==> src/rtl/pktx_seq_pkg.sv <==
// Shared definitions for the TX packet sequencer: field encoding, field
// lengths and the field-presence rules used to walk the packet.
package pktx_pkg;

  localparam int IDX_W            = 13;
  localparam int CRC_BITS         = 16;
  localparam int PYHDR_BITS_1SLOT = 8;
  localparam int PYHDR_BITS_MULTI = 16;
  localparam int AC_BITS_DEF      = 72;
  localparam int HDR_BITS_DEF     = 18;
  localparam int GUARD_US_DEF     = 5;
  localparam int SYNC_SYM_DEF     = 11;
  localparam int TRL_SYM_DEF      = 2;

  typedef enum logic [3:0] {
    PH_IDLE   = 4'd0,
    PH_LATCH  = 4'd1,
    PH_AC     = 4'd2,
    PH_HDR    = 4'd3,
    PH_GUARD  = 4'd4,
    PH_SYNC   = 4'd5,
    PH_PYHDR  = 4'd6,
    PH_PYBODY = 4'd7,
    PH_CRC    = 4'd8,
    PH_TRAIL  = 4'd9,
    PH_HOLD   = 4'd10
  } tx_phase_e;

  // Packet-type snapshot taken from the decode registers.
  typedef struct packed {
    logic [IDX_W-1:0] len;
    logic             ph;
    logic             crc;
    logic             br;
    logic [2:0]       nslot;
  } pk_cfg_t;

  function automatic logic field_present(tx_phase_e f, pk_cfg_t c);
    logic has_py;
    has_py = c.ph | (c.len != '0);
    case (f)
      PH_AC, PH_HDR:     return 1'b1;
      PH_GUARD, PH_SYNC: return ~c.br;
      PH_PYHDR:          return c.ph;
      PH_PYBODY:         return c.len != '0;
      PH_CRC:            return c.crc & has_py;
      PH_TRAIL:          return ~c.br & has_py;
      default:           return 1'b0;
    endcase
  endfunction

  // First present field after cur; HOLD once the packet is exhausted.
  function automatic tx_phase_e next_field(tx_phase_e cur, pk_cfg_t c);
    tx_phase_e n;
    n = PH_HOLD;
    for (int f = int'(PH_TRAIL); f > int'(cur); f--)
      if (field_present(tx_phase_e'(4'(f)), c)) n = tx_phase_e'(4'(f));
    return n;
  endfunction

endpackage

==> src/rtl/pktx_seq_if.sv <==
// Link-controller / encoder side of the TX sequencer.
interface pktx_seq_if;
  logic        tslot_p;
  logic        p_1us;
  logic        tx_req;
  logic        tx_abort;
  logic        bit_req;
  logic [2:0]  occpuy_slots_f;
  logic [12:0] pylenbit_f;
  logic        existpyheader_f;
  logic        crcencode_f;
  logic        packet_BRmode_f;
  logic        pk_encode_1stslot;
  logic [3:0]  tx_phase;
  logic [12:0] bit_idx;
  logic        tx_busy;
  logic        tx_done;
  logic        tx_aborted;
  logic        slot_ovr;

  modport slave (
    input  tslot_p, p_1us, tx_req, tx_abort, bit_req,
           occpuy_slots_f, pylenbit_f, existpyheader_f, crcencode_f, packet_BRmode_f,
    output pk_encode_1stslot, tx_phase, bit_idx, tx_busy, tx_done, tx_aborted, slot_ovr
  );

  modport master (
    output tslot_p, p_1us, tx_req, tx_abort, bit_req,
           occpuy_slots_f, pylenbit_f, existpyheader_f, crcencode_f, packet_BRmode_f,
    input  pk_encode_1stslot, tx_phase, bit_idx, tx_busy, tx_done, tx_aborted, slot_ovr
  );
endinterface

==> src/rtl/pktx_seq_fieldcnt.sv <==
// Bit/symbol index within the current field, advanced either by encoder
// bit requests or by 1 us ticks, with a flag on the final advance.
module pktx_fieldcnt
  import pktx_pkg::*;
(
  input  logic             clk_6M,
  input  logic             rstz,
  input  logic             clr,
  input  logic             active,
  input  logic             use_tick,
  input  logic             bit_req,
  input  logic             p_1us,
  input  logic [IDX_W-1:0] len,
  output logic [IDX_W-1:0] idx,
  output logic             last
);

  logic adv;

  assign adv  = active & (use_tick ? p_1us : bit_req);
  assign last = adv & (idx == len - IDX_W'(1));

  // Index restarts at 0 for every field and on abort.
  always_ff @(posedge clk_6M or negedge rstz) begin
    if (!rstz)              idx <= '0;
    else if (clr || last)   idx <= '0;
    else if (adv)           idx <= idx + IDX_W'(1);
  end

endmodule

==> src/rtl/pktx_seq.sv <==
// Per-transmission sequencer: starts on a slot boundary, walks the packet
// fields for the encoder and keeps TX ownership for the packet's slot count.
module pktx_seq
  import pktx_pkg::*;
#(
  parameter int AC_BITS  = AC_BITS_DEF,
  parameter int HDR_BITS = HDR_BITS_DEF,
  parameter int GUARD_US = GUARD_US_DEF,
  parameter int SYNC_SYM = SYNC_SYM_DEF,
  parameter int TRL_SYM  = TRL_SYM_DEF
) (
  input  logic       clk_6M,
  input  logic       rstz,
  pktx_seq_if.slave  bus
);

  tx_phase_e        st, nxt;
  pk_cfg_t          cfg;
  logic [3:0]       slot_cnt;
  logic [2:0]       nslot;
  logic             slot_reached;
  logic [IDX_W-1:0] flen, idx;
  logic             ftick, fact, flast, abort;
  logic             pk_r, done_r, abt_r, ovr_r;

  assign nslot        = (cfg.nslot == 3'd0) ? 3'd1 : cfg.nslot;
  assign slot_reached = ({1'b0, slot_cnt} + {4'd0, bus.tslot_p}) >= {2'b00, nslot};
  assign abort        = bus.tx_abort & (st != PH_IDLE);
  assign fact         = (st >= PH_AC) && (st <= PH_TRAIL);
  assign nxt          = next_field(st, cfg);

  // Length and advance source of the field currently being sent.
  always_comb begin
    flen  = '0;
    ftick = 1'b0;
    case (st)
      PH_AC:     flen = IDX_W'(AC_BITS);
      PH_HDR:    flen = IDX_W'(HDR_BITS);
      PH_GUARD:  begin flen = IDX_W'(GUARD_US); ftick = 1'b1; end
      PH_SYNC:   begin flen = IDX_W'(SYNC_SYM); ftick = 1'b1; end
      PH_PYHDR:  flen = (cfg.br && nslot == 3'd1) ? IDX_W'(PYHDR_BITS_1SLOT)
                                                  : IDX_W'(PYHDR_BITS_MULTI);
      PH_PYBODY: flen = cfg.len;
      PH_CRC:    flen = IDX_W'(CRC_BITS);
      PH_TRAIL:  begin flen = IDX_W'(TRL_SYM); ftick = 1'b1; end
      default:   ;
    endcase
  end

  pktx_fieldcnt u_fieldcnt (
    .clk_6M   (clk_6M),
    .rstz     (rstz),
    .clr      (abort),
    .active   (fact),
    .use_tick (ftick),
    .bit_req  (bus.bit_req),
    .p_1us    (bus.p_1us),
    .len      (flen),
    .idx      (idx),
    .last     (flast)
  );

  // Sequencer FSM with registered strobes and slot accounting.
  always_ff @(posedge clk_6M or negedge rstz) begin
    if (!rstz) begin
      st       <= PH_IDLE;
      cfg      <= '0;
      slot_cnt <= '0;
      pk_r     <= 1'b0;
      done_r   <= 1'b0;
      abt_r    <= 1'b0;
      ovr_r    <= 1'b0;
    end else begin
      pk_r   <= 1'b0;
      done_r <= 1'b0;
      abt_r  <= 1'b0;
      // Decode registers settle the cycle after LATCH; track them through
      // AC, which is long enough that nothing consumes them before HDR ends.
      if (st == PH_AC)
        cfg <= '{len: bus.pylenbit_f, ph: bus.existpyheader_f, crc: bus.crcencode_f,
                 br: bus.packet_BRmode_f, nslot: bus.occpuy_slots_f};
      if (st != PH_IDLE && bus.tslot_p && slot_cnt != 4'hF)
        slot_cnt <= slot_cnt + 4'd1;
      if (abort) begin
        st    <= PH_IDLE;
        abt_r <= 1'b1;
      end else begin
        case (st)
          PH_IDLE:
            if (bus.tslot_p && bus.tx_req) begin
              st    <= PH_LATCH;
              pk_r  <= 1'b1;
              ovr_r <= 1'b0;
            end
          PH_LATCH: begin
            st       <= PH_AC;
            slot_cnt <= '0;
          end
          PH_HOLD:
            if (slot_reached) st <= PH_IDLE;
          default: begin
            if (bus.tslot_p && slot_reached) ovr_r <= 1'b1;
            if (flast) begin
              st     <= nxt;
              done_r <= (nxt == PH_HOLD);
            end
          end
        endcase
      end
    end
  end

  assign bus.pk_encode_1stslot = pk_r;
  assign bus.tx_phase          = st;
  assign bus.bit_idx           = idx;
  assign bus.tx_busy           = (st != PH_IDLE);
  assign bus.tx_done           = done_r;
  assign bus.tx_aborted        = abt_r;
  assign bus.slot_ovr          = ovr_r;

endmodule

==> src/flat_wrapper.sv <==
// flat-port wrapper written by rule: the top's interface ports become plain ports
module pktx_seq_flat import pktx_pkg::*;
#(
  parameter int AC_BITS  = AC_BITS_DEF,
  parameter int HDR_BITS = HDR_BITS_DEF,
  parameter int GUARD_US = GUARD_US_DEF,
  parameter int SYNC_SYM = SYNC_SYM_DEF,
  parameter int TRL_SYM  = TRL_SYM_DEF
)
  (clk_6M, rstz, bus_tslot_p, bus_p_1us, bus_tx_req, bus_tx_abort, bus_bit_req, bus_occpuy_slots_f, bus_pylenbit_f, bus_existpyheader_f, bus_crcencode_f, bus_packet_BRmode_f, bus_pk_encode_1stslot, bus_tx_phase, bus_bit_idx, bus_tx_busy, bus_tx_done, bus_tx_aborted, bus_slot_ovr);
  pktx_seq_if bus_i ();
  input  logic clk_6M;
  input  logic rstz;
  input wire logic [$bits(bus_i.tslot_p)-1:0] bus_tslot_p;
  input wire logic [$bits(bus_i.p_1us)-1:0] bus_p_1us;
  input wire logic [$bits(bus_i.tx_req)-1:0] bus_tx_req;
  input wire logic [$bits(bus_i.tx_abort)-1:0] bus_tx_abort;
  input wire logic [$bits(bus_i.bit_req)-1:0] bus_bit_req;
  input wire logic [$bits(bus_i.occpuy_slots_f)-1:0] bus_occpuy_slots_f;
  input wire logic [$bits(bus_i.pylenbit_f)-1:0] bus_pylenbit_f;
  input wire logic [$bits(bus_i.existpyheader_f)-1:0] bus_existpyheader_f;
  input wire logic [$bits(bus_i.crcencode_f)-1:0] bus_crcencode_f;
  input wire logic [$bits(bus_i.packet_BRmode_f)-1:0] bus_packet_BRmode_f;
  output wire logic [$bits(bus_i.pk_encode_1stslot)-1:0] bus_pk_encode_1stslot;
  output wire logic [$bits(bus_i.tx_phase)-1:0] bus_tx_phase;
  output wire logic [$bits(bus_i.bit_idx)-1:0] bus_bit_idx;
  output wire logic [$bits(bus_i.tx_busy)-1:0] bus_tx_busy;
  output wire logic [$bits(bus_i.tx_done)-1:0] bus_tx_done;
  output wire logic [$bits(bus_i.tx_aborted)-1:0] bus_tx_aborted;
  output wire logic [$bits(bus_i.slot_ovr)-1:0] bus_slot_ovr;
  assign bus_i.tslot_p = bus_tslot_p;
  assign bus_i.p_1us = bus_p_1us;
  assign bus_i.tx_req = bus_tx_req;
  assign bus_i.tx_abort = bus_tx_abort;
  assign bus_i.bit_req = bus_bit_req;
  assign bus_i.occpuy_slots_f = bus_occpuy_slots_f;
  assign bus_i.pylenbit_f = bus_pylenbit_f;
  assign bus_i.existpyheader_f = bus_existpyheader_f;
  assign bus_i.crcencode_f = bus_crcencode_f;
  assign bus_i.packet_BRmode_f = bus_packet_BRmode_f;
  assign bus_pk_encode_1stslot = bus_i.pk_encode_1stslot;
  assign bus_tx_phase = bus_i.tx_phase;
  assign bus_bit_idx = bus_i.bit_idx;
  assign bus_tx_busy = bus_i.tx_busy;
  assign bus_tx_done = bus_i.tx_done;
  assign bus_tx_aborted = bus_i.tx_aborted;
  assign bus_slot_ovr = bus_i.slot_ovr;
  pktx_seq #(.AC_BITS(AC_BITS), .HDR_BITS(HDR_BITS), .GUARD_US(GUARD_US), .SYNC_SYM(SYNC_SYM), .TRL_SYM(TRL_SYM)) u_core (.clk_6M(clk_6M), .rstz(rstz), .bus(bus_i));
endmodule
==> config.mk <==
export PLATFORM = sky130hd
export DESIGN_NAME = pktx_seq_flat
export DESIGN_NICKNAME = d
export VERILOG_FILES = /design/src/rtl/pktx_seq_pkg.sv /design/src/rtl/pktx_seq_if.sv /design/src/rtl/pktx_seq_fieldcnt.sv /design/src/rtl/pktx_seq.sv /design/src/flat_wrapper.sv
export SDC_FILE = /design/constraint.sdc
export NUM_CORES = 1
export LEC_CHECK = 0
export ABC_AREA = 1
export BUFFER_PORTS_ARGS = -buffer_cell sky130_fd_sc_hd__clkbuf_2
export CAP_MARGIN = 15
export CORE_MARGIN = 5
export CORE_UTILIZATION = 35
export DETAILED_ROUTE_END_ITERATION = 8
export PLACE_DENSITY = 0.51
export SETUP_SLACK_MARGIN = 0.1
export SKIP_CTS_REPAIR_TIMING = 1
export SYNTH_ARGS = -nofsm -noshare
export SYNTH_HDL_FRONTEND = slang
export SYNTH_HIERARCHICAL = 1
export SYNTH_SLANG_ARGS = --single-unit
export TNS_END_PERCENT = 20
==> constraint.sdc <==
create_clock -name clk_6M -period 5.2 [get_ports clk_6M]
set_input_delay 0.26 -clock clk_6M [delete_from_list [all_inputs] [get_ports clk_6M]]
set_output_delay 0.26 -clock clk_6M [all_outputs]
set_load 0.05 [all_outputs]
# Word level (Yosys, flattened, before mapping)
# Index checks and enable logic that the tools add are counted.
# Widths: inputs -> output; s select.
[word_totals]
output_inout_bits = 22
register_bits = 44
in_bits = 26
wordCells = 167
[classes]
order_cmp = 12
n_eq_ne = 17
bitwise = 9
addsub = 4
n_reduce_logical = 19
mux = 94
[ops]
columns = ["cell", "n"]
rows = [
  ["$mux 4", 30],
  ["$pmux 13 s8", 1],
  ["$mux 1", 56],
  ["$mux 13", 2],
  ["$eq 4x3->1 const B", 4],
  ["$eq 4x4->1 const B", 4],
  ["$gt 3x4->1 const A", 4],
  ["$add 13x1->13 const B", 1],
  ["$eq 13x13->1", 1],
  ["$reduce_bool 13->1", 1],
  ["$sub 13x1->13 const B", 1],
  ["$pmux 4 s3", 1],
  ["$eq 4x2->1 const B", 2],
  ["$gt 2x4->1 const A", 2],
  ["$gt 4x4->1 const A", 2],
  ["$logic_and 1x1->1", 6],
  ["$ne 3x2->1 const B", 2],
  ["$reduce_or 3->1", 2],
  ["$add 4x1->5", 1],
  ["$and 1x1->1", 5],
  ["$ge 5x3->1", 1],
  ["$mux 5", 1],
  ["$reduce_bool 5->1", 1],
  ["$add 4x1->4 const B", 1],
  ["20 further kinds", 23],
]

# Depth between registers and ports, before layout
# Gate-level depths: netlist (run 1).
[depth]
depth_word = 32
ltp_mapped = 26

# By module
# The synthesis (run 1) kept the hierarchy.
[by_module_without_submodules]
columns = ["module", "seq_area_each_um2", "n_inst", "cells_each", "area_each_um2"]
rows = [
  ["pktx_seq", 775.7, 1, 248, 1838.0],
  ["pktx_fieldcnt", 325.3, 1, 222, 1326.3],
]

# Worst setup path after synthesis (run 1)
# No wires, ideal clock.
[synth_path]
path_type = "register to register"
start = "register u_core.st[3] (netlist: u_core/bus.tx_phase[3])"
end = "register u_core.st[0] (netlist: u_core/bus.tx_phase[0])"
arrival_ps = 3131
t_required_ps = 5080
stages_incl_launch_ff = 22
synth_period_minus_slack_ps = 3250
setup_time_ps = 120
path_buffers = 2
slack_ps = 1950
cell_sequence = "dfrtp_1 -> nor2_2 -> nand2_1 -> buf_2 -> buf_2 -> nand4_1 -> nor2_2 -> nand2_2 -> nor2_4 -> nand2_1 -> nand3_1 -> nand3_1 -> nor2_4 -> nand3_4 -> inv_1 -> inv_1 -> nand2_1 -> o21bai_1 -> nand2_1 -> nand2_2 -> a21oi_1 -> nand2_1"
[synth_between]
word_cells_on_any_way = 49
[synth_rtl]
columns = ["element", "line", "text"]
rows = [
  ["start: declaration", "pktx_seq.sv:17", "tx_phase_e st, nxt;"],
  ["start signal: assignment", "pktx_seq.sv:104", "st <= nxt;"],
  ["$eq 4x4->1, or another cell as far along", "pktx_seq.sv:36", "case (st)"],
  ["$pmux 13 s8 *", "pktx_seq.sv:36", ""],
  ["via u_core.flen[3]", "pktx_seq.sv:22", "logic [IDX_W-1:0] flen, idx;"],
  ["$sub 13x1->13 *", "pktx_seq_fieldcnt.sv:21", "assign last = adv & (idx == len - IDX_W'(1));"],
  ["$eq 13x13->1 *", "pktx_seq_fieldcnt.sv:21", ""],
  ["$and 1x1->1 *", "pktx_seq_fieldcnt.sv:21", ""],
  ["via u_core.flast", "pktx_seq.sv:23", "logic ftick, fact, flast, abort;"],
  ["$reduce_bool 5->1 (no line) *", "-", ""],
  ["$reduce_and 3->1 (no line) *", "-", ""],
]
# The timed path passes the listed nets; every way through them passes the cells marked *. The select of a mux whose other input is x is not followed.
# A chain may end at the register's enable or synchronous reset.

# Worst setup path after layout (run 1)
[layout_path]
start = "register u_core.st[3] (netlist: u_core/bus.tx_phase[3])"
end = "register u_core.st[1] (netlist: u_core/bus.tx_phase[1])"
# Same word-level chain as after synthesis.

==> results of run 1 <==
worst reg2reg max path, cell delays in order (launching register included):
cell and delay, ns:
sky130_fd_sc_hd__dfrtp_1 0.55, sky130_fd_sc_hd__nor2_2 0.15, sky130_fd_sc_hd__nand2_1 0.10, sky130_fd_sc_hd__buf_4 0.32, sky130_fd_sc_hd__nand4_1 0.30, sky130_fd_sc_hd__nor2_2 0.20, sky130_fd_sc_hd__nand2_2 0.14, sky130_fd_sc_hd__o21ai_2 0.19
sky130_fd_sc_hd__nand2_1 0.07, sky130_fd_sc_hd__nand2_1 0.05, sky130_fd_sc_hd__nand2_1 0.06, sky130_fd_sc_hd__nor2_2 0.14, sky130_fd_sc_hd__nand3_4 0.16, sky130_fd_sc_hd__inv_1 0.11, sky130_fd_sc_hd__inv_1 0.05, sky130_fd_sc_hd__nand2_1 0.06
sky130_fd_sc_hd__o21bai_1 0.06, sky130_fd_sc_hd__nand2_1 0.09, sky130_fd_sc_hd__nand2_2 0.11, sky130_fd_sc_hd__nor3_2 0.12, sky130_fd_sc_hd__nand2_1 0.07, sky130_fd_sc_hd__nand2_1 0.05
final timing paths:
kind | cells past startpoint | end | slack [ns] | from
max | 21 | u_core/bus.tx_phase[1] | 2.00 | u_core/bus.tx_phase[3]
min | 2 | u_core/slot_cnt[3] | 0.02 | rstz
max reg2reg | 21 | u_core/bus.tx_phase[1] | 2.00 | u_core/bus.tx_phase[3]
min reg2reg | 2 | u_core/bus.slot_ovr | 0.50 | u_core/bus.slot_ovr
max in group asynchronous | 2 | u_core/u_fieldcnt/idx[10] | 4.79 | rstz
min in group clk_6M | 2 | u_core/cfg[8] | 0.18 | bus_pylenbit_f[2]
cell usage after synthesis, types with 3 or more instances:
cell,count,share of area (%)
sky130_fd_sc_hd__nor3_1,7,1.1
sky130_fd_sc_hd__a21oi_1,19,3.0
sky130_fd_sc_hd__clkinv_1,3,0.36
sky130_fd_sc_hd__nand2_1,129,15
sky130_fd_sc_hd__nand4_1,7,1.4
sky130_fd_sc_hd__mux2_2,7,2.5
sky130_fd_sc_hd__xor2_1,12,3.3
sky130_fd_sc_hd__ha_1,8,3.2
sky130_fd_sc_hd__inv_1,75,8.9
sky130_fd_sc_hd__nor2_1,63,7.5
sky130_fd_sc_hd__dfrtp_1,44,35
sky130_fd_sc_hd__nor2_4,5,1.8
sky130_fd_sc_hd__nand2_2,5,0.99
sky130_fd_sc_hd__nor2_2,14,2.8
sky130_fd_sc_hd__o21ai_0,12,1.9
sky130_fd_sc_hd__inv_2,4,0.47
sky130_fd_sc_hd__nand3_1,34,5.4
sky130_fd_sc_hd__xnor2_1,3,0.83
layer usage:
layer,track usage (%),vias to the layer above
met5,0,-
met2,24.24,44
li1,-,1565
met4,2.740,0
met1,19.51,1368
met3,2.774,6
per-stage QoR:
stage | worst slack, ns | cells | util [%]
after floorplan | 1.950 | 470 | -
after global placement | 2.044 | 623 | 40.31
after detailed placement | 2.003 | 623 | 40.31
after CTS | 1.984 | 631 | 41.39
after global routing | 1.529 | 631 | 41.39
final | 2.001 | 631 | 41.39
cells in the final DEF (no fill, tap or decap), drive strengths merged:
cell,instances
mux2i,1
nand3,35
xor2,12
a21oi,19
o22ai,2
nor3,8
nand4,7
xnor2,3
ha,8
o2111ai,1
buf,2
o21bai,2
nand2,135
inv,81
mux2,7
o21ai,14
clkinv,4
a31oi,1
o31ai,2
clkbuf,52
dfrtp,44
nand3b,1
nor2,82
power by group:
group,internal [W],switching (W),total (W),leakage [nW]
clock,0.0000992,0.000139,0.000239,0.0491
combinational,0.000297,0.000593,0.000890,1.35
sequential,0.000450,0.0000879,0.000538,0.552
cells by family after synthesis:
group / after synthesis
flip-flops: 44
buffers and inverters: 86
multiplexers: 8
adder cells (fa/ha/maj): 8
AND/OR/NAND/NOR: 268
XOR/XNOR: 15
AO/OA/AOI/OAI: 41
sequential cells by signal, indices dropped and copies added, names as in the netlist:
signal / count
u_core/cfg: 19
u_core/u_fieldcnt/idx: 13
u_core/bus.tx_done: 1
u_core/bus.slot_ovr: 1
u_core/bus.tx_phase: 4
u_core/bus.pk_encode_1stslot: 1
u_core/bus.tx_aborted: 1
u_core/slot_cnt: 4
cell type report:
class	instances	area [µm²]
tap	108	135.1
sequential	44	1101
fill	945	5136
timing repair buffer	49	250.2
clock buffer	5	68.82
multi-input combinational	340	1738
inverter	82	307.8
clock inverter	3	26.28
==> summary.md, run 1 <==
| Metric | Value |
|---|---|
| Count of port buffers added during placement | 47 |
| Number of flip-flops and latches in the synthesized netlist | 44 |
| Sequential share of the synthesized area | around a third |
| Top layer in use | met4 |
| Post-synth EDFFs | 0 |
| Final ANT Viol Nets | 0 |
| Gpl congestion | ~0.83 |
| Post-synth top flop | sky130_fd_sc_hd__dfrtp_1 |
| Chip Width | about 110 µm |
| Clock tree from TritonCTS | built |
| Standby leakage power | just under 2 nW |
| Worst hold margin | around 0.024 ns |
| Worst setup path class | register to register |
| DRC errors left | 0 |
| All-layer global routing usage | ~14% |
| Initial detailed-routing violation count | 117 |
| Total congestion overflow after global routing | 0 |
| Share of flip-flops with an asynchronous set or reset | 100.0% |
| Worst Skew | 0.007105 ns |
| Initial Utilization | a little over a third |
| Die span in y | about 110 µm |
| Cell Area, Placed | 3532 µm² |
| Share of cells above drive strength 1 | a little under a fifth |
| Startpoint type of the worst setup path | register |
| Detailed Routing Iterations Pass 1 | 4 |
| Top-level I/O count | 48 |
| Worst hold path class | input pin to asynchronous set/reset pin |
| Maximum number of pins on one net before global-route repair | between 40 and 50 |
| Final slew viol count | 0 |
| Die ar. | around 11000 µm² |
| Routed WL | approximately 7.7 mm |
| Critical path buffer and inverter count | 3 |
| Vias/cell | ~4.7 |
| Core Area | between 8000 and 9000 µm² |
| Initial antenna violation count | 0 |
| Number of buffers created by CTS | 5 |
| CP top delay family | simple AND/OR/NAND/NOR gates |
| Arrival time at the worst endpoint | ~3.5 ns |
| Instance count of the mapped netlist | 470 |
| DR WL met3 | about 290 µm |
| Synthesis-to-layout area growth | 14.63% |
| Crit end category | register |
| Post-synthesis simple-gate area fraction | a little under two fifths |
| Clock root buffer | sky130_fd_sc_hd__clkbuf_8 |
| Clock buffer depth | 2 |
| RSZ-0062 raised after global routing | false |
| Largest family of logic cells by synthesized area | simple AND/OR/NAND/NOR gates |
| Sum of met2 wire segment lengths after detailed routing | roughly 3.7 mm |
| Post-synth cell types | 32 |
| Final Hold Fails | 0 |
| Max frequency | roughly 310 MHz |
| Overall Power | between 0.0015 and 0.002 W |
| Required time of the worst setup path | 5.45 ns |
| Ratio of final minimum period to clock period | about three fifths |
| Worst Max-Slew Pin Slew | 0.5936 ns |
| Net Count, Synth | 504 |
| Number of clock sinks seen by CTS | between 40 and 50 |
| Metal1 wirelength | 3.659 mm |
| Highest cell delay on the worst timing path | 0.55 ns |
| Clock Pin Slew Worst Setup and Hold Paths | ~0.1 ns |
| Share of synthesized cell area in full adder, half adder and majority cells | roughly 3.2% |
| Antenna cell count | 0 |
| Vias post-DR | between 2k and 3k |
| Insertion delay of the later-clocked pin in the worst-skew pair | 0.31 ns |
| XOR/XNOR Fraction of Synth Area | between 4 and 5% |
| Wire length of the first global-routing pass | around 13 mm |
| Count of max-cap constraint violations | 0 |
| Status | finished clean |
| Mean cell area of the mapped netlist | between 6 and 7 µm² |
| Critical Path Slowest Stage Cell | sky130_fd_sc_hd__dfrtp_1 |
| Total Neg Setup Slack | 0 ns |
| Complex-gate fraction of the synthesized area | about 7.2% |
| DP HPWL | slightly above 6 mm |
| Crit path max fanout | 34 |
| Chain of cells forming the critical path | nor2_2, nand2_1, buf_4, nand4_1, nor2_2, nand2_2, o21ai_2, nand2_1, nand2_1, nand2_1, nor2_2, nand3_4, inv_1, inv_1, nand2_1, o21bai_1, nand2_1, nand2_2, nor3_2, nand2_1, nand2_1 |
| Mux cell area share after synthesis | 2.807% |
| Vias in the first global route | a little under 3k |
| Standard-cell rows | 34 |
| Post-Syn Area | between 3000 and 4000 µm² |
| Worst slew slack as a fraction of its limit | 60.01% |
| Most frequent CP cell | sky130_fd_sc_hd__nand2_1 |
| Pwr Density | about 460 nW/µm² |
| Final design instance area without fill | around 3600 µm² |
| Worst ir drop on vdd | ~190 µV |
| Warnings, synthesis | 6 |
| Average wire per standard cell | around 12 µm |
| Setup-failing EPs final | 0 |
| Minimum clock period | approximately 3.2 ns |
| Maximum level of the CTS H-tree | 2 |
| Final net count | between 500 and 600 |
No activity file was read; power rests on OpenSTA's default activity.
==> run 2: changes to the inputs <==
==> constraint.sdc (replaced) <==
create_clock -name clk_6M -period 3 [get_ports clk_6M]
set_input_delay 0.15 -clock clk_6M [delete_from_list [all_inputs] [get_ports clk_6M]]
set_output_delay 0.15 -clock clk_6M [all_outputs]
set_load 0.05 [all_outputs]
==> run 2 against run 1 <==
Core utilization grew 1.9 points. Power up 81%. Clock power up 72%. Design area grew 4.6%. Fmax grew 13%. Critical endpoint is now u_core/bus.tx_phase[0]. Final cell count up 2.1%. First-iteration DRC count grew 13%. Critical path type unchanged. Critical path depth increased by 3. Worst hold slack better by 0.047 ns. Routed wire length grew 5.4%.
==> summary.md, run 2 (synthesis gave the netlist of run 1 again) <==
| Metric | Value |
|---|---|
| DP HPWL | 6.574 mm |
| Worst ir drop on vdd | 344.0 µV |
| Cell depth of the worst flop-to-flop path | 24 |
| Insertion delay of the later-clocked pin in the worst-skew pair | 0.31 ns |
| Total Neg Setup Slack | 0 ns |
| Smallest setup slack after layout | between 0.15 and 0.2 ns |
| Crit path max fanout | 7 |
| Final net count | 569 |
| RSZ-0062 raised after global routing | true |
| Startpoint of the worst hold path | bus_occpuy_slots_f[0] |
| Worst slew slack as a fraction of its limit | 67.11% |
| Reg2reg setup slack | ~0.17 ns |
| Largest register by flop count | u_core/cfg |
| Final ANT Viol Nets | 0 |
| Worst hold margin | 0.07161 ns |
| Setup-failing EPs final | 0 |
| Synthesis-to-layout area growth | 19.89% |
| Required time of the worst setup path | between 3 and 4 ns |
| Die span in y | 105.1 µm |
| Commonest cells after routing, fill and taps aside | sky130_fd_sc_hd__nand2_1 (125), sky130_fd_sc_hd__inv_1 (69), sky130_fd_sc_hd__nor2_1 (61), sky130_fd_sc_hd__clkbuf_2 (47), sky130_fd_sc_hd__dfrtp_1 (40) |
| Final slew viol count | 0 |
| Worst setup path class | register to register |
| Most common cell after layout, fill and taps aside | sky130_fd_sc_hd__nand2_1 |
| Reg2Reg Launch Point | u_core/bus.tx_phase[3] |
| Clock tree from TritonCTS | built |
| Total congestion overflow after global routing | 0 |
| Largest registers | u_core/cfg (19), u_core/u_fieldcnt/idx (13) |
| Wire length of the first global-routing pass | 13.82 mm |
| Number of inserted filler cells in the final layout | around 950 |
| Chip Width | between 100 and 150 µm |
| Flip-flop count of the largest register after layout | 19 |
| Share of cells above drive strength 1 | a little under a quarter |
| Initial Utilization | between 30 and 40% |
| Number of clock sinks seen by CTS | 44 |
| Vias in the first global route | 2947 |
| Antenna cell count | 0 |
| Crit end category | register |
| Maximum number of pins on one net before global-route repair | 27 |
| Ratio of final minimum period to clock period | 94.25% |
| Standard-cell rows | 34 |
| Number of buffers created by CTS | 5 |
| Count of port buffers added during placement | 47 |
| Dpl ws | -0.002705 ns |
| Standby leakage power | approximately 2 nW |
| Worst Max-Slew Pin Slew | 0.4934 ns |
| Vias/cell | between 4 and 5 |
| Clock buffer depth | 2 |
| Initial detailed-routing violation count | 132 |
| Terminus of the critical flop-to-flop path | u_core/bus.tx_phase[0] |
| Minimum clock period | between 2 and 3 ns |
| Arrival time at the worst endpoint | 3.03 ns |
| Startpoint type of the worst setup path | register |
| Average wire per standard cell | roughly 13 µm |
| Core Area | 8763 µm² |
| Initial antenna violation count | 0 |
| Final Hold Fails | 0 |
| Overall Power | 0.003013 W |
| Worst Skew | roughly 0.012 ns |
| Pwr Density | around 790 nW/µm² |
| Max frequency | 353.7 MHz |
| Clock root buffer | sky130_fd_sc_hd__clkbuf_8 |
| Maximum level of the CTS H-tree | 2 |
| Die ar. | 11040 µm² |
| Routed WL | just over 8 mm |
| Hold-critical path depth | 2 |
| Clock Pin Slew Worst Setup and Hold Paths | 0.10 ns |
| Vias post-DR | around 3k |
| End-of-flow core utilization | a little over two fifths |
| Worst hold path class | input pin to register |
| DRC errors left | 0 |
| Detailed Routing Iterations Pass 1 | 4 |
| Hold-critical path endpoint | u_core/cfg[0] |
| Count of max-cap constraint violations | 0 |
| All-layer global routing usage | 14.99% |
| Gpl congestion | about 0.92 |
| Top-level I/O count | between 40 and 50 |
| Status | finished clean |
==> run 2: cell type report <==
cell class	instances	area, µm²	share of cell area (%)
repair buffers	62	362.8	9.565
inverters	82	307.8	8.113
clock buffers	6	82.58	2.177
multi-input cells	340	1784	47.03
well taps	108	135.1	3.562
clock inverters	2	15.01	0.3958
flip-flops and latches	44	1106	29.16
==> run 2: routing by layer <==
| layer | routed length (µm) | vias up | track usage [%] | share of wire (%) |
|---|---|---|---|---|
| met3 | 351 | 7 | 2.713 | 4.3 |
| met5 | 0 | - | 0 | 0 |
| met2 | 3772 | 71 | 24.46 | 46 |
| li1 | - | 1586 | - | - |
| met4 | 92 | 0 | 3.653 | 1.1 |
| met1 | 3896 | 1383 | 20.56 | 48 |
==> run 2: worst max-delay path, cell delays in order, from the launching register on <==
cell and delay [ns]:
sky130_fd_sc_hd__dfrtp_2 0.46, sky130_fd_sc_hd__nor2_4 0.12, sky130_fd_sc_hd__inv_2 0.07, sky130_fd_sc_hd__nor2_4 0.16, sky130_fd_sc_hd__nand2_1 0.08, sky130_fd_sc_hd__nand4_1 0.15
sky130_fd_sc_hd__inv_2 0.07, sky130_fd_sc_hd__ha_4 0.27, sky130_fd_sc_hd__inv_2 0.03, sky130_fd_sc_hd__nand2_1 0.05, sky130_fd_sc_hd__nand2_1 0.04, sky130_fd_sc_hd__nor2_1 0.08
sky130_fd_sc_hd__nand2_1 0.07, sky130_fd_sc_hd__nor2_1 0.11, sky130_fd_sc_hd__nand3_1 0.12, sky130_fd_sc_hd__nor2_4 0.14, sky130_fd_sc_hd__nand3_4 0.08, sky130_fd_sc_hd__inv_2 0.07
sky130_fd_sc_hd__inv_2 0.03, sky130_fd_sc_hd__nand2_2 0.05, sky130_fd_sc_hd__o21bai_1 0.06, sky130_fd_sc_hd__nand2_1 0.12, sky130_fd_sc_hd__nand2_4 0.10, sky130_fd_sc_hd__a21oi_2 0.15
sky130_fd_sc_hd__nand2_1 0.05
==> run 2: worst max-delay path by stage <==
stage	start	end	slack, ns	cells after the start
6_report	u_core/bus.tx_phase[3]	u_core/bus.tx_phase[0]	0.17	24
5_1_grt	u_core/bus.tx_phase[3]	u_core/bus.tx_phase[1]	-0.09	25
4_1_cts	u_core/bus.tx_phase[3]	u_core/bus.tx_phase[0]	-0.03	24
3_5_place_dp	u_core/bus.tx_phase[3]	u_core/bus.tx_phase[0]	-0.003	24
3_3_place_gp	u_core/bus.tx_phase[3]	u_core/bus.tx_phase[0]	0.06	24
2_1_floorplan	u_core/bus.tx_phase[1]	u_core/bus.tx_phase[0]	0.11	22
==> run 2: report_power, final <==
group	total, W	internal [W]	switching, W	leakage, nW
clock network	0.000410	0.000187	0.000223	0.0434
registers	0.000936	0.000782	0.000153	0.546
logic	0.00167	0.000577	0.00109	1.42
==> run 2: through the flow <==
step | instances | instance area, µm²
floorplan | 470 | 3182
global placement | 630 | 3597
detailed placement | 630 | 3597
CTS | 638 | 3695
global route | 644 | 3794
finish | 644 | 3794
==> run 3: changes to the inputs <==
--- a/config.mk
+++ b/config.mk
@@ -11,6 +11,7 @@
 export CORE_MARGIN = 5
 export CORE_UTILIZATION = 35
 export DETAILED_ROUTE_END_ITERATION = 8
+export HOLD_SLACK_MARGIN = 0.12
 export PLACE_DENSITY = 0.51
 export SETUP_SLACK_MARGIN = 0.1
 export SKIP_CTS_REPAIR_TIMING = 1
==> run 3 against run 2 <==
Worst hold slack improved by 0.026 ns. Clock-buffer cell count stayed put. Clock power about the same. Final cell count is 2.5% higher. Fmax is essentially flat. First-iteration DRC count increased by 1.5%. Die area unchanged. Worst setup slack got worse by 0.0015 ns. Global-route usage did not move.
==> summary.md, run 3 (synthesis gave the netlist of run 1 again) <==
| Metric | Value |
|---|---|
| Status | finished clean |
| Count of max-cap constraint violations | 0 |
| Met2 Resource Use GR | roughly 24% |
| Worst slew slack as a fraction of its limit | between 60% and 70% |
| Vias in the first global route | between 2k and 3k |
| Met1 demand-to-capacity share in global routing | about a fifth |
| Vias post-DR | between 3k and 4k |
| Startpoint type of the worst setup path | register |
| RSZ-0062 raised after global routing | true |
| Setup-failing EPs final | 0 |
| Largest register by flop count | u_core/cfg |
| Die ar. | roughly 11000 µm² |
| Worst Max-Slew Pin Slew | approximately 0.49 ns |
| Most frequent CP cell | sky130_fd_sc_hd__nand2_1 |
| Initial antenna violation count | 0 |
| Average wire per standard cell | 12.49 µm |
| Worst ir drop on vdd | approximately 340 µV |
| Wire length of the first global-routing pass | about 14 mm |
| Final Hold Fails | 0 |
| DRC errors left | 0 |
| Ratio of final minimum period to clock period | 94.30% |
| Share of cells above drive strength 1 | between 20% and 30% |
| Core Area | 8763 µm² |
| Antenna cell count | 0 |
| Standby leakage power | 2.077 nW |
| Gpl congestion | roughly 0.9 |
| Chip Width | 105.1 µm |
| Clock root buffer | sky130_fd_sc_hd__clkbuf_8 |
| Total Neg Setup Slack | 0 ns |
| Dpl ws | -0.002705 ns |
| Worst hold margin | roughly 0.1 ns |
| Clock buffer depth | 2 |
| Top-level I/O count | 48 |
| Pwr Density | ~770 nW/µm² |
| Highest cell delay on the worst timing path | 0.46 ns |
| Number of clock sinks seen by CTS | 44 |
| Clock Pin Slew Worst Setup and Hold Paths | 0.09 ns |
| Worst setup path class | register to register |
| DP HPWL | approximately 6.6 mm |
| CP top delay family | simple AND/OR/NAND/NOR gates |
| Chain of cells forming the critical path | nor2_4, inv_2, nor2_4, nand2_1, nand4_1, inv_2, ha_4, inv_2, nand2_1, nand2_1, nor2_1, nand2_1, nor2_1, nand3_1, nor2_4, nand3_4, inv_2, inv_2, nand2_2, o21bai_1, nand2_1, nand2_4, a21oi_2, nand2_1 |
| Max frequency | 353.5 MHz |
| Maximum level of the CTS H-tree | 2 |
| Crit end category | register |
| Final ANT Viol Nets | 0 |
| Flip-flop count of the largest register after layout | 19 |
| Crit path max fanout | 7 |
| Required time of the worst setup path | 3.20 ns |
| All-layer global routing usage | roughly 15% |
| Insertion delay of the later-clocked pin in the worst-skew pair | between 0.3 and 0.4 ns |
| Synthesis-to-layout area growth | 24.95% |
| Final slew viol count | 0 |
| Largest registers | u_core/cfg (19), u_core/u_fieldcnt/idx (13) |
| Initial Utilization | 36.11% |
| Minimum clock period | about 2.8 ns |
| Arrival time at the worst endpoint | just over 3 ns |
| Maximum number of pins on one net before global-route repair | 27 |
| Most crowded layer after global routing | met2 |
| Critical Path Slowest Stage Cell | sky130_fd_sc_hd__dfrtp_2 |
| Standard-cell rows | 34 |
| Worst hold path class | input pin to register |
| Worst Skew | around 0.0085 ns |
| Die span in y | 105.1 µm |
| Vias/cell | roughly 4.7 |
| Critical path buffer and inverter count | 5 |
| Reg2Reg Launch Point | u_core/bus.tx_phase[3] |
| Final net count | between 500 and 600 |
| Met3 capacity usage during global routing | under 10% |
| Clock tree from TritonCTS | built |
| Most common cell after layout, fill and taps aside | sky130_fd_sc_hd__nand2_1 |
| Routed WL | roughly 8 mm |
| Smallest setup slack after layout | between 0.15 and 0.2 ns |
| Detailed Routing Iterations Pass 1 | 4 |
| Initial detailed-routing violation count | around 130 |
| Count of port buffers added during placement | 47 |
| Worst setup startpoint | u_core/bus.tx_phase[3] |
| Commonest cells after routing, fill and taps aside | sky130_fd_sc_hd__nand2_1 (125), sky130_fd_sc_hd__inv_1 (69), sky130_fd_sc_hd__nor2_1 (61), sky130_fd_sc_hd__clkbuf_2 (47), sky130_fd_sc_hd__dfrtp_1 (40) |
| Total congestion overflow after global routing | 0 |
| Startpoint of the worst hold path | bus_pylenbit_f[11] |
| Number of buffers created by CTS | 5 |
run 3: cell types whose count changed in the layout (fill, tap and decap cells not counted):
cell,change
sky130_fd_sc_hd__dlygate4sd3_1,+16
run 3: worst paths after layout:
check	endpoint	slack, ns	cells past startpoint
max	u_core/bus.tx_phase[0]	0.17	24
min	u_core/cfg[17]	0.1	3
max reg2reg	u_core/bus.tx_phase[0]	0.17	24
min reg2reg	u_core/bus.slot_ovr	0.50	2
max in group asynchronous	u_core/u_fieldcnt/idx[9]	1.93	3
min in group asynchronous	u_core/slot_cnt[2]	0.33	2
run 3: worst register-to-register path: stages (launching register included):
cell                       delay [ns]
sky130_fd_sc_hd__dfrtp_2         0.46
sky130_fd_sc_hd__nor2_4          0.12
sky130_fd_sc_hd__inv_2           0.07
sky130_fd_sc_hd__nor2_4          0.16
sky130_fd_sc_hd__nand2_1         0.08
sky130_fd_sc_hd__nand4_1         0.15
sky130_fd_sc_hd__inv_2           0.07
sky130_fd_sc_hd__ha_4            0.27
sky130_fd_sc_hd__inv_2           0.03
sky130_fd_sc_hd__nand2_1         0.05
sky130_fd_sc_hd__nand2_1         0.04
sky130_fd_sc_hd__nor2_1          0.08
sky130_fd_sc_hd__nand2_1         0.07
sky130_fd_sc_hd__nor2_1          0.11
sky130_fd_sc_hd__nand3_1         0.12
sky130_fd_sc_hd__nor2_4          0.14
sky130_fd_sc_hd__nand3_4         0.08
sky130_fd_sc_hd__inv_2           0.07
sky130_fd_sc_hd__inv_2           0.03
sky130_fd_sc_hd__nand2_2         0.05
sky130_fd_sc_hd__o21bai_1        0.06
sky130_fd_sc_hd__nand2_1         0.12
sky130_fd_sc_hd__nand2_4         0.10
sky130_fd_sc_hd__a21oi_2         0.15
sky130_fd_sc_hd__nand2_1         0.05
run 3: routing by layer:
layer  part of all wire (%)  up-vias
met5                      0        -
met4                    1.1        0
met3                    4.1        7
met2                     47       71
met1                     48     1430
li1                       -     1615
run 3: power by group:
part,switching (W),internal [W]
Clock,0.000223,0.000187
Sequential,0.000152,0.000783
Combinational,0.00110,0.000590
run 3: area by class of cell:
class                      count  area [µm²]
fill                         928        4810
multi-input combinational    340        1784
sequential                    44        1106
timing repair buffer          78       523.0
inverter                      82       307.8
tap                          108       135.1
clock buffer                   6       82.58
clock inverter                 2       15.01
run 3: metrics by stage:
stage | instance area, µm² | instances | total power, W | utilization (%)
6_report | 3954 | 660 | 0.003033 | 45.12
5_1_grt | 3954 | 660 | 0.003318 | 45.12
4_1_cts | 3695 | 638 | 0.003002 | 42.16
3_5_place_dp | 3597 | 630 | 0.002577 | 41.05
3_3_place_gp | 3597 | 630 | 0.002553 | 41.05
2_1_floorplan | 3182 | 470 | 0.002173 | -
